File: config.mk
export PLATFORM = sky130hd
export DESIGN_NAME = spi_regbank_ctrl
export DESIGN_NICKNAME = d
export VERILOG_FILES = /design/src/rtl/spi_regbank_ctrl.sv
export SDC_FILE = /design/constraint.sdc
export NUM_CORES = 1
export LEC_CHECK = 0
export BUFFER_PORTS_ARGS = -buffer_cell sky130_fd_sc_hd__buf_2
export CAP_MARGIN = 10
export CORE_MARGIN = 10
export CORE_UTILIZATION = 60
export DETAILED_ROUTE_END_ITERATION = 16
export PLACE_DENSITY = 0.87
export REMOVE_ABC_BUFFERS = 1
export SYNTH_ARGS = -nofsm -noshare
export SYNTH_HDL_FRONTEND = slang
export SYNTH_SLANG_ARGS = --single-unit
File: constraint.sdc
create_clock -name clk -period 3.1 [get_ports clk]
set_input_delay 0.155 -clock clk [delete_from_list [all_inputs] [get_ports clk]]
set_output_delay 0.155 -clock clk [all_outputs]
set_load 0.005 [all_outputs]
File: src/rtl/spi_regbank_ctrl.sv
// Config register bank shared between the SPI slave (never stalls) and an
// on-chip core port (valid/ready request, single-cycle response).
module spi_regbank_ctrl #(
   parameter int unsigned          ADDR_W  = 3,
   parameter int unsigned          REG_W   = 8,
   parameter logic [REG_W-1:0]     RST_VAL = '0
) (
   input  logic                           clk,
   input  logic                           nrst,
   input  logic [ADDR_W-1:0]              spi_addr,
   input  logic [REG_W-1:0]               spi_wdata,
   input  logic                           spi_wvld,
   output logic [REG_W-1:0]               spi_rdata,
   input  logic [5:0]                     spi_fastcmd,
   input  logic                           spi_fastcmd_vld,
   output logic [7:0]                     spi_status,
   input  logic                           core_req_vld,
   output logic                           core_req_rdy,
   input  logic                           core_req_we,
   input  logic [ADDR_W-1:0]              core_req_addr,
   input  logic [REG_W-1:0]               core_req_wdata,
   output logic                           core_rsp_vld,
   output logic [REG_W-1:0]               core_rsp_rdata,
   output logic [REG_W*(2**ADDR_W)-1:0]   regs_q
);

   localparam int unsigned DEPTH = 2**ADDR_W;

   typedef enum logic {S_IDLE = 1'b0, S_RSP = 1'b1} state_t;

   state_t            state_q, state_d;
   logic [REG_W-1:0]  regs [DEPTH];
   logic              locked;
   logic              drop_flg;
   logic              stall_flg;
   logic [3:0]        wr_cnt;

   logic fc_clear, fc_lock, fc_unlock, fc_clrflg;
   logic spi_wr_ok, spi_drop, core_acc, core_wr, core_stall;

   // Fast command decode; unknown codes decode to nothing.
   assign fc_clear  = spi_fastcmd_vld && (spi_fastcmd == 6'h01);
   assign fc_lock   = spi_fastcmd_vld && (spi_fastcmd == 6'h02);
   assign fc_unlock = spi_fastcmd_vld && (spi_fastcmd == 6'h03);
   assign fc_clrflg = spi_fastcmd_vld && (spi_fastcmd == 6'h04);

   assign spi_wr_ok  = spi_wvld && !locked && !fc_clear;
   assign spi_drop   = spi_wvld && locked;
   assign core_acc   = core_req_vld && core_req_rdy;
   assign core_wr    = core_acc && core_req_we;
   assign core_stall = core_req_vld && (state_q == S_IDLE) && !core_req_rdy;

   // Core FSM state register
   always_ff @(posedge clk or negedge nrst) begin
      if (!nrst) state_q <= S_IDLE;
      else       state_q <= state_d;
   end

   // Core FSM next state
   always_comb begin
      state_d = state_q;
      case (state_q)
         S_IDLE:  if (core_acc) state_d = S_RSP;
         S_RSP:   state_d = S_IDLE;
         default: state_d = S_IDLE;
      endcase
   end

   // Core FSM outputs; rdy yields to any SPI strobe and is held low in reset
   always_comb begin
      core_req_rdy = 1'b0;
      core_rsp_vld = 1'b0;
      case (state_q)
         S_IDLE:  core_req_rdy = nrst && !spi_wvld && !spi_fastcmd_vld;
         S_RSP:   core_rsp_vld = 1'b1;
         default: ;
      endcase
   end

   // Register bank: clear > SPI write > core write
   always_ff @(posedge clk or negedge nrst) begin
      if (!nrst) begin
         for (int unsigned i = 0; i < DEPTH; i++) regs[i] <= RST_VAL;
      end else if (fc_clear) begin
         for (int unsigned i = 0; i < DEPTH; i++) regs[i] <= RST_VAL;
      end else if (spi_wr_ok) begin
         regs[spi_addr] <= spi_wdata;
      end else if (core_wr) begin
         regs[core_req_addr] <= core_req_wdata;
      end
   end

   // Lock, sticky flags (set beats clear) and SPI write counter
   always_ff @(posedge clk or negedge nrst) begin
      if (!nrst) begin
         locked    <= 1'b0;
         drop_flg  <= 1'b0;
         stall_flg <= 1'b0;
         wr_cnt    <= 4'd0;
      end else begin
         if (fc_lock)        locked <= 1'b1;
         else if (fc_unlock) locked <= 1'b0;
         if (spi_drop)       drop_flg <= 1'b1;
         else if (fc_clrflg) drop_flg <= 1'b0;
         if (core_stall)     stall_flg <= 1'b1;
         else if (fc_clrflg) stall_flg <= 1'b0;
         if (spi_wr_ok)      wr_cnt <= wr_cnt + 4'(1);
      end
   end

   // Core response data captured on accept (pre-edge register value)
   always_ff @(posedge clk or negedge nrst) begin
      if (!nrst)         core_rsp_rdata <= '0;
      else if (core_acc) core_rsp_rdata <= core_req_we ? '0 : regs[core_req_addr];
   end

   assign spi_rdata  = regs[spi_addr];
   assign spi_status = {locked, drop_flg, stall_flg, (state_q == S_RSP), wr_cnt};

   always_comb begin
      regs_q = '0;
      for (int unsigned i = 0; i < DEPTH; i++) regs_q[i*REG_W +: REG_W] = regs[i];
   end

endmodule
Word-level counts from Yosys, hierarchy flattened
Index checks and enable logic that the tools add are counted.
- register bits: 80
- input port bits: 34
- output and inout port bits: 90
- logic and storage cells: 75
- add/subtract/negate cells: 1
- magnitude comparators: 4
- equal/unequal tests: 4
- multiplexer cells: 25
- bitwise logic cells: 3
- reduce and logical (&&, ||, !) cells: 24
- operator list (kind ; number):
    64-bit two-way mux ; 3
    64-bit bitwise mux ; 2
    8-bit two-way mux ; 7
    8-bit binary-select mux with 3-bit select ; 2
    8-bit demux with 3-bit select ; 2
    1-bit logical AND ; 15
    6-bit by 2-bit == test with 1-bit output, second input constant ; 2
    4-bit >= comparator, second input constant ; 2
    4-bit by 1-bit less-than comparator with 1-bit output, second input constant ; 2
    1-bit two-way mux ; 8
    3-bit inverter with 4-bit output ; 2
    6-bit by 1-bit == test with 1-bit output, second input constant ; 1
    6-bit by 3-bit == test with 1-bit output, second input constant ; 1
    2-bit nonzero test ; 3
    1-bit logical NOT ; 5
    4-bit by 1-bit adder with 4-bit output, second input constant ; 1
    3-bit nonzero test ; 1
    1-bit one-hot mux with 2 select lines ; 1
    1-bit inverter ; 1

Logic depth before layout (Yosys ltp)
- word-level depth: 9
- depth in mapped cells: 7
- gate-level depth less buffers: 5

Worst setup path before layout
OpenSTA, ideal clock, no wires.
- kind: reg2reg
- from: register locked
- to: register regs, in the netlist regs_q[46]
- setup time: 127 ps
- data arrival time: 1623 ps
- required time: 2973 ps
- path slack: 1349 ps
- cell stages (with the launch flop): 6
- path buffers: 1
- period minus slack after synthesis: 1751 ps
- path through: dfrtp_1 nand2b_1 buf_2 nor2_1 a221oi_4 mux2_1
- word-level cells in the longest chain between the ends: 5
- elaborated cells between the ends (all ways): 6
- classes of those cells: mux: 2; reduce/logical: 4
- RTL lines (element ; RTL line ; text):
    start: declaration ; 33 ; logic locked;
    start signal: assignment ; 96 ; locked <= 1'b0;
    start signal: assignment ; 101 ; if (fc_lock) locked <= 1'b1;
    start signal: assignment ; 102 ; else if (fc_unlock) locked <= 1'b0;
    1-bit logical NOT * ; 47 ; assign spi_wr_ok = spi_wvld && !locked && !fc_clear;
    1-bit logical AND * (2 in a row) ; 47 ;
    64-bit two-way mux ; 86 ; end else if (spi_wr_ok) begin
    64-bit two-way mux ; 84 ; end else if (fc_clear) begin
    end signal: indexed assignment ; 87 ; regs[spi_addr] <= spi_wdata;
    end signal: indexed assignment ; 89 ; regs[core_req_addr] <= core_req_wdata;
    end: declaration ; 32 ; logic [REG_W-1:0] regs [DEPTH];
Mark *: on every way between the ends. The rest lies on a longest branch, timed or not.
A chain may end at the register's enable or synchronous reset.

Worst setup path in the final report
- from: input port spi_fastcmd[0]
- to: register regs, in the netlist regs_q[39]
- word-level cells in the longest chain between the ends: 6
- elaborated cells between the ends (all ways): 7
- classes of those cells: eq/ne: 1; mux: 2; reduce/logical: 4
- RTL lines (element ; RTL line ; text):
    start: declaration ; 14 ; input logic [5:0] spi_fastcmd,
    6-bit by 1-bit == test with 1-bit output * ; 42 ; assign fc_clear = spi_fastcmd_vld && (spi_fastcmd == 6'h01);
    1-bit logical AND * ; 42 ;
    1-bit logical NOT ; 47 ;
    1-bit logical AND ; 47 ;
    64-bit two-way mux ; 86 ;
    64-bit two-way mux ; 84 ;
Marks and branches as above.

==> impl_results.md <==
* CTS resizes at 0
* Global-route wire length before repair at approximately 31,000 um
* Area post-placement at approximately 6200 sq um
* Yosys top cell by area: dfrtp_1
* Synthesized area at roughly 5600 sq um
* IO Pins at ~120
* Pre-Repair DR Iteration Count at 6
* Final ANT Viol Nets at 0
* Total Power at between 2 and 3 mW
* Starting Density at slightly above 60%
* CP top delay family: compound AO/OA/AOI/OAI gates
* Status: complete, no violations
* Internal at between 1.5 and 2 mW
* Sequential share of the synthesized area at 35.6%
* Placement row count at 35
* Grt ovf at 0
* Worst slew margin relative to its limit at 31.0%
* Skew final at between 0.01 and 0.015 ns
* Clk_lat worst skew at 0.37 ns
* Count of placed standard cells including taps at about 740
* Largest family of logic cells by synthesized area: multiplexers
* Non-Filler Instances at 755
* Layout area overhead at 13.8%
* Initial antenna violation count at 0
* Max Cap Viol at 0
* Ant. Diodes at 0
* Vias per cell at approximately 7.4
* Post-Synth XOR/XNOR Area at less than 1%
* Tcrit/Tclk final at 73.3%
* Layout cells sized above 1 at between 40% and 50%
* Crit path DAT at 2.52 ns
* Critical path type: in -> reg
* Dpl hpwl at roughly 13,000 um
* Top-area cell type share of the netlist area at between 30% and 40%
* Core Area at approximately 9000 sq um
* DRC at 0
* Die width at approximately 120 um
* H-tree depth at 3
* CTS Buf Count at 9
* Routed WL at slightly above 20,000 um
* Max VDD drop at between 0.3 and 0.4 mV
* Static Leak at 3.11 nW
* Worst path max stage delay at ~0.7 ns
* Final Hold Viols at 0
* Layout Nets at roughly 670
* Adder-Cell Fraction of Synth Area at less than 1%
* Post-synthesis compound-gate area fraction at around 18%
* Root Driver: clkbuf_8
* Asr flop ratio synth at between 90% and 100%
* Net switching power at 964 uW
* Register area at about 2000 sq um
* Yosys warns at 0
* Clock-pin slew on the worst setup and hold paths at approximately 0.09 ns
* Crit start category: input pin
* Slew Limit Fails at 0
* Final WS setup at 0.826 ns
* Die ar. at 13,600 sq um
* Synth Area per Inst at slightly above 10 sq um
* Multi-input gate area at around 3300 sq um
* Comb pwr share at a little over a quarter
* # clock sinks at 80
* Fin area at ~6400 sq um
* EDFF count, synth at 0
* Tmin final at about 2.3 ns
* Critical path data required time at 3.35 ns
* Part of the power in registers at 46.2%
* Yosys reg bits at 80
* Switch share at 34.4%
* Place WS at between 0.6 and 0.7 ns
* Ys flop type: dfrtp_1
* Die Ht at 117 um
* RSZ-0062 raised after global routing: no
* # setup viols final at 0
* Slowest cell on crit path: a221o_1
* Filler cells at approximately 700
* Vias at around 5,600
* CP max FO at 27
* Placer congestion estimate at between 0.9 and 1
* Clock buffer depth at 2
* Area contributors post-synth: dfrtp_1 36%, mux2_2 15%, a32oi_1 7.0%
* Netlist cell types at 60
* Buffers on Ports at roughly 120
* Largest net degree at the start of global routing at between 80 and 90
* Post-Synth Simple-Gate Area at between 10% and 20%
* Drt wl/cell at approximately 27 um
* Crit path buffers/inverters at 2
* Post-Syn Instances at 550
* CTS tree: yes
* CP Cell Sequence: dlygate4sd3_1, buf_2, and3_2, a221o_1, mux2_2
* Measured slew at the worst slew-check pin at just over 1 ns
* CP endpoint kind: flip-flop
* Pwr per Cell Area at between 400 and 500 nW/um^2
* Tightest Hold Check Type: in -> reg
* Fmax achieved at roughly 0.44 GHz
* Post-synthesis mux area share at a little under a quarter
* Gr usage total at between 20% and 30%
* Initial detailed-routing violation count at approximately 660
* Power share of the clock group at a little over a quarter
* Vias in the first global route at ~5,700
## registers in the layout, indices dropped and copies added (netlist names)
name,flops
stall_flg,1
locked,1
core_rsp_rdata,8
state_q,1
wr_cnt,4
regs_q,64
drop_flg,1
## final timing paths
kind	end	from	cells after the start	slack (ns)
max in group asynchronous	regs_q[15]$_DFFE_PN0P_	nrst	2	2.38
setup / recovery	regs_q[39]$_DFFE_PN0P_	spi_fastcmd[0]	5	0.83
min in group asynchronous	regs_q[6]$_DFFE_PN0P_	nrst	2	0.08
hold / removal	stall_flg$_DFFE_PN0P_	core_req_vld	2	0.06
setup reg to reg	regs_q[43]$_DFFE_PN0P_	locked$_DFFE_PN0P_	4	0.94
hold reg to reg	wr_cnt[3]$_DFFE_PN0N_	wr_cnt[3]$_DFFE_PN0N_	1	0.46
## synthesized netlist by cell type (4+ instances only)
| cell | number |
|---|---|
| nand3b_1 | 6 |
| a21oi_1 | 26 |
| buf_2 | 21 |
| a32oi_1 | 45 |
| clkbuf_1 | 16 |
| mux2_2 | 75 |
| inv_1 | 6 |
| dfrtp_1 | 80 |
| a221oi_1 | 9 |
| mux4_2 | 12 |
| nor2b_1 | 14 |
| buf_1 | 11 |
| buf_4 | 8 |
| clkbuf_2 | 7 |
| buf_6 | 4 |
| nor3_1 | 5 |
| and3b_1 | 4 |
| a221o_1 | 5 |
| mux2i_1 | 16 |
| nor2_1 | 59 |
| and3_1 | 5 |
| o21ai_0 | 8 |
| nand2_1 | 4 |
| nand3_1 | 40 |
| a22oi_1 | 5 |
| and2_1 | 9 |
## cell usage in the layout (no fill, tap or decap), types with 6 or more instances in the layout
master / instances
nor2_1: 59
clkbuf_8: 11
o21ai_0: 8
nand3b_1: 6
buf_2: 122
nand3_1: 40
mux2i_1: 16
a221oi_1: 9
a32oi_1: 45
a21oi_1: 26
mux2_2: 75
inv_1: 6
mux4_2: 12
buf_4: 22
dfrtp_1: 80
nor2b_1: 14
and2_1: 9
## metrics by stage
| step | util (%) | hold slack (ns) | TNS (ns) |
|---|---|---|---|
| 4_1_cts | 69.5 | 0.0546 | 0 |
| 3_3_place_gp | 67.3 | 0.375 | 0 |
| 2_1_floorplan | - | -0.141 | -2.13 |
| 6_report | 69.5 | 0.0642 | 0 |
| 3_5_place_dp | 67.3 | 0.372 | 0 |
| 5_1_grt | 69.5 | 0.0838 | 0 |
## layer usage
metal | routed length (um) | GRT usage, % | vias up
met4 | 982 | 15.5 | 0
met3 | 2670 | 6.98 | 94
met1 | 7160 | 36.9 | 2747
met2 | 9340 | 45.1 | 481
li1 | - | - | 2271
met5 | 0 | 0 | -
## power groups by stage
| stage | logic (mW) | registers [mW] | clock network [mW] |
|---|---|---|---|
| 3_3_place_gp | 0.716 | 1.30 | 0 |
| 3_5_place_dp | 0.735 | 1.31 | 0 |
| 6_report | 0.747 | 1.29 | 0.759 |
| 2_1_floorplan | 0.356 | 1.29 | 0 |
| 5_1_grt | 0.807 | 1.31 | 0.805 |
| 4_1_cts | 0.741 | 1.29 | 0.756 |
## kinds of logic (layout without fill, tap and decap cells)
logic type      Yosys count  in the layout
buf+inv                  73            167
xor+xnor                  3              3
compound gates          122            122
mux                     104            104
fa+ha+maj                 1              1
flops                    80             80
simple gates            167            167
## cell type report
cell class / count / area share, %
multi-input cells: 397 / 50.9
flip-flops and latches: 80 / 31.3
repair buffers: 145 / 12.3
clock buffers: 11 / 2.37
well taps: 111 / 2.17
clock inverters: 5 / 0.626
inverters: 6 / 0.352
## timing repair
item | in CTS | in global routing
hold buffers | 1 | 0
buffers inserted | 0 | 0
endpoints found under the hold margin | 1 | 0
## worst reg2reg max path: stages (launching register included)
cell and delay (ns):
dfrtp_1 0.50, nand2b_2 0.23, nor2_1 0.14, a221oi_4 0.76, mux2_2 0.42
Note: power is estimated with default switching activity, not from simulation.
